==> config.mk <==
export PLATFORM = sky130hd
export DESIGN_NAME = vsyncgen
export DESIGN_NICKNAME = d
export VERILOG_FILES = /design/src/rtl/gstmcu_vid_pkg.sv /design/src/rtl/vsyncgen_vlinecnt.sv /design/src/rtl/vsyncgen.sv
export SDC_FILE = /design/constraint.sdc
export NUM_CORES = 1
export LEC_CHECK = 0
export CAP_MARGIN = 15
export CORE_MARGIN = 4
export CORE_UTILIZATION = 40
export DETAILED_ROUTE_END_ITERATION = 8
export GPL_ROUTABILITY_DRIVEN = 0
export GPL_TIMING_DRIVEN = 0
export HOLD_SLACK_MARGIN = 0.05
export PLACE_DENSITY = 0.71
export SLEW_MARGIN = 25
export SYNTH_ARGS = -nofsm -noshare
export SYNTH_HDL_FRONTEND = slang
export SYNTH_HIERARCHICAL = 1
export SYNTH_SLANG_ARGS = --single-unit
==> constraint.sdc <==
create_clock -name m2clock -period 6.3 [get_ports m2clock]
set_input_delay 0.945 -clock m2clock [delete_from_list [all_inputs] [get_ports m2clock]]
set_output_delay 0.945 -clock m2clock [all_outputs]
set_load 0.005 [all_outputs]
==> src/rtl/gstmcu_vid_pkg.sv <==
// Shared vertical timing constants, mode type and frame-length helpers.
// Used by the vertical sync generator and its line counter.
package gstmcu_vid_pkg;

  localparam int VCNT_W = 9;

  localparam logic [VCNT_W-1:0] PAL_LINES  = 9'd313;
  localparam logic [VCNT_W-1:0] NTSC_LINES = 9'd263;
  localparam logic [VCNT_W-1:0] MONO_LINES = 9'd501;
  localparam logic [VCNT_W-1:0] VS_LEN     = 9'd3;
  localparam logic [VCNT_W-1:0] VB_PRE     = 9'd2;
  localparam logic [VCNT_W-1:0] VBE_PAL    = 9'd25;
  localparam logic [VCNT_W-1:0] VBE_NTSC   = 9'd16;
  localparam logic [VCNT_W-1:0] VBE_MONO   = 9'd34;

  typedef enum logic [1:0] {
    VM_PAL,
    VM_NTSC,
    VM_MONO
  } vmode_t;

  function automatic logic [VCNT_W-1:0] total_eff(
    input vmode_t m,
    input logic   il,
    input logic   fld
  );
    logic [VCNT_W-1:0] t;
    unique case (m)
      VM_NTSC: t = NTSC_LINES;
      VM_MONO: t = MONO_LINES;
      default: t = PAL_LINES;
    endcase
    // the short interlace field drops one line
    if (il && fld && (m != VM_MONO)) t = t - 9'd1;
    return t;
  endfunction

  function automatic logic [VCNT_W-1:0] vbe_line(
    input vmode_t m
  );
    logic [VCNT_W-1:0] v;
    unique case (m)
      VM_NTSC: v = VBE_NTSC;
      VM_MONO: v = VBE_MONO;
      default: v = VBE_PAL;
    endcase
    return v;
  endfunction

endpackage

==> src/rtl/vsyncgen_vlinecnt.sv <==
// Line counter: advances on each enabled cycle, wraps at total-1.
// Also flags the wrap and emits a registered frame-start pulse.
module vlinecnt
  import gstmcu_vid_pkg::*;
(
  input  logic              clk,
  input  logic              rst_n,
  input  logic              en,
  input  logic [VCNT_W-1:0] total,
  output logic [VCNT_W-1:0] cnt,
  output logic [VCNT_W-1:0] cnt_nxt,
  output logic              wrap,
  output logic              frame_stb
);

  // next count; >= also catches counts stranded past the end
  always_comb begin
    wrap    = en && (cnt >= (total - 9'd1));
    cnt_nxt = cnt;
    if (wrap)    cnt_nxt = '0;
    else if (en) cnt_nxt = cnt + 9'd1;
  end

  // count and strobe registers
  always_ff @(posedge clk or negedge rst_n) begin
    if (!rst_n) begin
      cnt       <= '0;
      frame_stb <= 1'b0;
    end else begin
      cnt       <= cnt_nxt;
      frame_stb <= wrap;
    end
  end

endmodule

==> src/rtl/vsyncgen.sv <==
// Vertical timing generator: line count, vsync, vblank, field, frame start.
// Mode inputs are sampled only when the line count wraps.
module vsyncgen
  import gstmcu_vid_pkg::*;
(
  input  logic              m2clock,
  input  logic              resb,
  input  logic              vertclk,
  input  logic              mde1,
  input  logic              ntsc,
  input  logic              interlace,
  output logic [VCNT_W-1:0] vcnt,
  output logic              vsync_n,
  output logic              vblank,
  output logic              field,
  output logic              frame_stb
);

  vmode_t            mode_q;
  vmode_t            mode_req;
  vmode_t            mode_nxt;
  logic              il_q;
  logic              il_nxt;
  logic              fld_nxt;
  logic              wrap;
  logic [VCNT_W-1:0] cnt_nxt;
  logic [VCNT_W-1:0] total_cur;
  logic [VCNT_W-1:0] total_nxt;
  logic              vs_d;
  logic              vb_d;

  vlinecnt u_cnt (
    .clk       (m2clock),
    .rst_n     (resb),
    .en        (!vertclk),
    .total     (total_cur),
    .cnt       (vcnt),
    .cnt_nxt   (cnt_nxt),
    .wrap      (wrap),
    .frame_stb (frame_stb)
  );

  // requested mode; mono overrides the ntsc select
  always_comb begin
    mode_req = VM_PAL;
    unique case (1'b1)
      mde1:          mode_req = VM_MONO;
      ntsc && !mde1: mode_req = VM_NTSC;
      default:       mode_req = VM_PAL;
    endcase
  end

  // mode/field for the next cycle, then decode from the next count
  always_comb begin
    mode_nxt = mode_q;
    il_nxt   = il_q;
    fld_nxt  = field;
    if (wrap) begin
      mode_nxt = mode_req;
      il_nxt   = interlace && !mde1;
      fld_nxt  = il_nxt ? !field : 1'b0;
    end
    total_cur = total_eff(mode_q, il_q, field);
    total_nxt = total_eff(mode_nxt, il_nxt, fld_nxt);
    vs_d = !(cnt_nxt >= (total_nxt - VS_LEN));
    vb_d = (cnt_nxt < vbe_line(mode_nxt))
        || (cnt_nxt >= (total_nxt - VS_LEN - VB_PRE));
  end

  // latched mode and registered decode outputs
  always_ff @(posedge m2clock or negedge resb) begin
    if (!resb) begin
      mode_q  <= VM_PAL;
      il_q    <= 1'b0;
      field   <= 1'b0;
      vsync_n <= 1'b1;
      vblank  <= 1'b1;
    end else begin
      mode_q  <= mode_nxt;
      il_q    <= il_nxt;
      field   <= fld_nxt;
      vsync_n <= vs_d;
      vblank  <= vb_d;
    end
  end

endmodule

## Yosys cells after proc, flatten, opt, wreduce, memory -nomap -nowiden

Cells that the tools add are included.

| word-level totals | value |
|---|---|
| bits in registers | 16 |
| input bits | 6 |
| output and inout bits | 13 |
| word-level logic and storage cells | 47 |

| cells by class | value |
|---|---|
| add/sub/neg operators | 6 |
| order comparisons | 4 |
| equal/unequal tests | 6 |
| multiplexer cells | 12 |
| reduce and logical (&&, ||, !) cells | 12 |

Operators by type and width:

| operator | count |
|---|---|
| $mux 9 | 4 |
| $pmux 8 s2 | 2 |
| $ge 9x9->1 | 3 |
| $sub 9x1->9 const B | 3 |
| $sub 9x2->9 const B | 2 |
| $pmux 6 s2 | 1 |
| $add 9x1->9 const B | 1 |
| $lt 9x9->1 | 1 |
| $logic_and 1x1->1 | 7 |
| $eq 2x1->1 const B | 2 |
| $eq 2x2->1 const B | 2 |
| $logic_not 1->1 | 4 |
| $ne 2x2->1 const B | 2 |
| $pmux 2 s2 | 1 |
| $mux 1 | 3 |
| $mux 2 | 1 |
| $logic_or 1x1->1 | 1 |

## Logic depth before layout (Yosys ltp)

| depth | value |
|---|---|
| depth in word-level cells | 16 |
| mapped depth | 26 |
| gate-level depth less buffers | 26 |

## Hierarchy

Netlist, hierarchy kept.

Modules (own cells, without submodules):

| module | times used | cells each | area each (um^2) |
|---|---|---|---|
| vlinecnt | 1 | 88 | 818.3 |
| vsyncgen | 1 | 88 | 810.8 |

## Worst setup path after synthesis

Ideal clock, no wire load.

| path | value |
|---|---|
| path type | flip-flop to flip-flop |
| start | register mode_q[0] |
| end | register vblank |
| arrival | 5.128 ns |
| data required time | 6.204 ns |
| setup slack | 1.076 ns |
| cell stages (with the launch flop) | 26 |
| cell sequence | dfrtp_1 > inv_1 > ha_1 > nand3b_1 > inv_1 > ha_1 > inv_1 > or3_1 > xor2_1 > ha_1 > a21oi_1 > nor2_1 > a211o_1 > and2_2 > nand2_1 > a21boi_0 > inv_1 > ha_1 > a211oi_4 > xor2_1 > ha_1 > ha_1 > a21oi_1 > a21oi_1 > a211oi_1 > o221ai_1 |

| between the ends | value |
|---|---|
| longest elaborated chain between the ends | 16 |
| elaborated cells between the ends (all ways) | 28 |

RTL lines:

| item | line | text |
|---|---|---|
| from (decl) | vsyncgen.sv:19 | `vmode_t mode_q;` |
| from (signal assigned) | vsyncgen.sv:79 | `mode_q <= mode_nxt;` |
| $eq 2x2->1 or $eq 2x1->1 (tied branches) | gstmcu_vid_pkg.sv:28 | `unique case (m)` |
| $pmux 8 s2 | gstmcu_vid_pkg.sv:28 |  |
| $sub 9x1->9 | gstmcu_vid_pkg.sv:34 | `if (il && fld && (m != VM_MONO)) t = t - 9'd1;` |
| $mux 9 * | gstmcu_vid_pkg.sv:34 |  |
| named net total_cur[6] | vsyncgen.sv:27 | `logic [VCNT_W-1:0] total_cur;` |
| $sub 9x1->9 * | vsyncgen_vlinecnt.sv:18 | `wrap = en && (cnt >= (total - 9'd1));` |
| $ge 9x9->1 * | vsyncgen_vlinecnt.sv:18 |  |
| $logic_and 1x1->1 * | vsyncgen_vlinecnt.sv:18 |  |
| named net wrap | vsyncgen.sv:25 | `logic wrap;` |
| [1 not listed] | -- |  |
| named net mode_nxt[1] | vsyncgen.sv:21 | `vmode_t mode_nxt;` |
| $eq 2x2->1 or $eq 2x1->1 (tied branches) | gstmcu_vid_pkg.sv:28, gstmcu_vid_pkg.sv:42 |  |
| $pmux 8 s2 | gstmcu_vid_pkg.sv:28 |  |
| $sub 9x1->9 | gstmcu_vid_pkg.sv:34 |  |
| $mux 9 | gstmcu_vid_pkg.sv:34 |  |
| $sub 9x2->9 (2 in a row) | vsyncgen.sv:67 | `\|\| (cnt_nxt >= (total_nxt - VS_LEN - VB_PRE));` |
| $ge 9x9->1 | vsyncgen.sv:67 |  |
| $logic_or 1x1->1 * | vsyncgen.sv:67 |  |
| named net vb_d | vsyncgen.sv:30 | `logic vb_d;` |
| to (signal assigned) | vsyncgen.sv:83 | `vblank <= vb_d;` |
| to (decl) | vsyncgen.sv:14 | `output logic vblank,` |

The timed path passes the listed nets; every way through them passes the cells marked *.

## Final worst setup path

Ends and elaborated chain as after synthesis.

==> results.json <==
{
  "status": "finished clean",
  "dp_slack_ns": 0.459,
  "final_hold_viol_count": 0,
  "cp_slowest_cell": "or3_1",
  "avgSynthCellArea_um2": 9.26,
  "peakVddDrop_v": 0.000259,
  "holdCritPathClass": "reg2reg",
  "portBuffers": 18,
  "grt_overflow_total": 0,
  "drt_pass1_iterations": 4,
  "mappedNetlistNets": 217,
  "grt_pass1_wl_mm": 5.80,
  "synth_area_mm2": 0.00163,
  "vias": 1320,
  "design_area_mm2": 0.00192,
  "grt_pass1_vias": 1343,
  "path_buf_inv": 4,
  "final.setup.worst_slack_ns": 0.474,
  "tns_ns": 0,
  "routed_wl_mm": 3.12,
  "period_share_pct": 92.5,
  "io_pins": 19,
  "syn_inst": 176,
  "routedWlPerCell_um": 12.7,
  "dpl_cell_area_mm2": 0.00187,
  "drc": 0,
  "ctsResizeCount": 0,
  "die_h_um": 71.8,
  "required_ns": 6.47,
  "cap_viol_max_count": 0,
  "holdBufCountCts": 0,
  "drive_above_1_share_pct": 8.59,
  "finalMaxSlewViolations": 0,
  "vias_per_cell": 5.37,
  "path_class": "reg2reg",
  "grt_max_degree": 17,
  "p_per_area_mw_per_mm2": 438,
  "power_leakage_nw": 0.875,
  "initial_utilization_pct": 42.9,
  "fin_crit_ns": 5.83,
  "crit_fanout": 10,
  "ant_nets": 0,
  "skew_ns": 0.00720,
  "clockBufferDepth": 2,
  "grt_setup_unrepaired": "no",
  "p_total_uw": 842,
  "die_area_mm2": 0.00516,
  "clock_latency_ns": 0.25,
  "mostFrequentLayoutCells": "ha_1, inv_1, clkdlybuf4s50_1",
  "fmax_mhz": 172,
  "clockRootBuffer": "clkbuf_8",
  "end_kind": "flip-flop",
  "mostFrequentLayoutCell": "ha_1",
  "cts_max_level": 1,
  "seq_area_frac_synth_pct": 24.7,
  "num_antenna_cells": 0,
  "numCtsBuffers": 3,
  "rows": 22,
  "max_stage_delay_ns": 0.39,
  "die_width_um": 71.8,
  "core_mm2": 0.00380,
  "nets": 240,
  "synth_cell_type_count": 41,
  "ys_warn_count": 6,
  "area_delta_synth_final_pct": 18.1,
  "stdcell_count": 246,
  "hpwl_mm": 2.71,
  "path_clk_slew_ns": 0.06,
  "path_delay_family": "compound AO/OA/AOI/OAI gates",
  "grtUsageTotal_pct": 13.6,
  "setup_violations": 0,
  "startpoint_type": "flip-flop",
  "dpl.cell_count": 242,
  "cts_sinks": 16,
  "cts_setup_buffers": 0,
  "worst_pin_slew_ns": 0.678,
  "cpMostUsedCell": "ha_1",
  "cp.arrival_ns": 5.99,
  "antenna_found_initial": 0,
  "relSlewSlack_pct": 54.6,
  "dr.first_iter.drc_count": 32,
  "cts_tree": "built",
  "synth_seq_cells": 16
}
## report_power, final
part | switching, mW | internal [mW] | total, mW | leakage (nW)
clock | 0.0347 | 0.0555 | 0.0902 | 0.0288
combinational | 0.305 | 0.269 | 0.574 | 0.646
sequential | 0.0386 | 0.139 | 0.178 | 0.200
total | 0.379 | 0.464 | 0.842 | 0.875
## synthesized netlist by cell type, drive strengths merged
cell,n,area [um2]
o21bai,1,7.51
o2bb2ai,5,43.8
nand3b,4,33.8
conb,2,7.51
nand3,4,20.0
nor2b,2,15.0
nand2b,5,31.3
a21boi,1,7.51
dfstp,2,52.6
a211o,2,17.5
a221oi,1,8.76
nor3,3,15.0
a21oi,11,55.1
or2,2,17.5
a211oi,4,42.5
inv,18,67.6
or4,1,7.51
or3,3,18.8
mux2,2,22.5
o221ai,1,8.76
xnor2,8,70.1
nand4,4,25.0
nor2,6,22.5
nor4bb,1,10.0
and3,2,12.5
xor2,2,17.5
mux2i,1,10.0
a2bb2oi,1,8.76
nand2,12,45.0
o31ai,1,12.5
a21o,2,15.0
and2,1,7.51
o21ai,10,50.0
ha,35,438
dfrtp,14,350
nor4,2,33.8
## state kept, by name (all words and copies together), names as in the netlist
register         flops
field                1
il_q                 1
mode_q               2
u_cnt/cnt            9
u_cnt/frame_stb      1
vblank               1
vsync_n              1
## worst paths after layout
path	slack (ns)	end	start	cells past startpoint
setup / recovery	0.47	vblank	mode_q[0]	25
hold / removal	0.55	il_q	il_q	1
setup reg to reg	0.47	vblank	mode_q[0]	25
hold reg to reg	0.55	il_q	il_q	1
max in group asynchronous	4.76	u_cnt/cnt[1]	resb	1
min in group asynchronous	1.10	mode_q[0]	resb	1
## metal layers
layer	wire length, um	GRT usage (%)	up-vias
met3	81	1.54	3
met2	1550	24.2	21
met1	1460	17.4	619
met4	33	3.76	0
met5	0	0	-
li1	-	-	677
## cells by family after synthesis
| kind of cell | synth area share (%) |
|---|---|
| muxes | 2.00 |
| other | 0.461 |
| buffers and inverters | 4.15 |
| xor gates and xnor gates | 5.38 |
| DFF | 24.7 |
| and+or+nand+nor | 19.4 |
| adders and majority gates | 26.9 |
| AOI/OAI and AO/OA | 17.1 |
## per-stage QoR
stage,hold slack [ns],util [%]
3_3_place_gp,0.538,49.2
3_5_place_dp,0.539,49.2
4_1_cts,0.559,50.7
5_1_grt,0.587,50.7
2_1_floorplan,0.505,-
6_report,0.555,50.7
## layout make-up
class	count	area (um2)
inverter	18	67.6
sequential	16	403
timing repair buffer	18	180
fill	378	1870
tap	48	60.1
multi-input combinational	142	1160
clock buffer	4	55.1
Note: power is estimated with default switching activity, not from simulation.
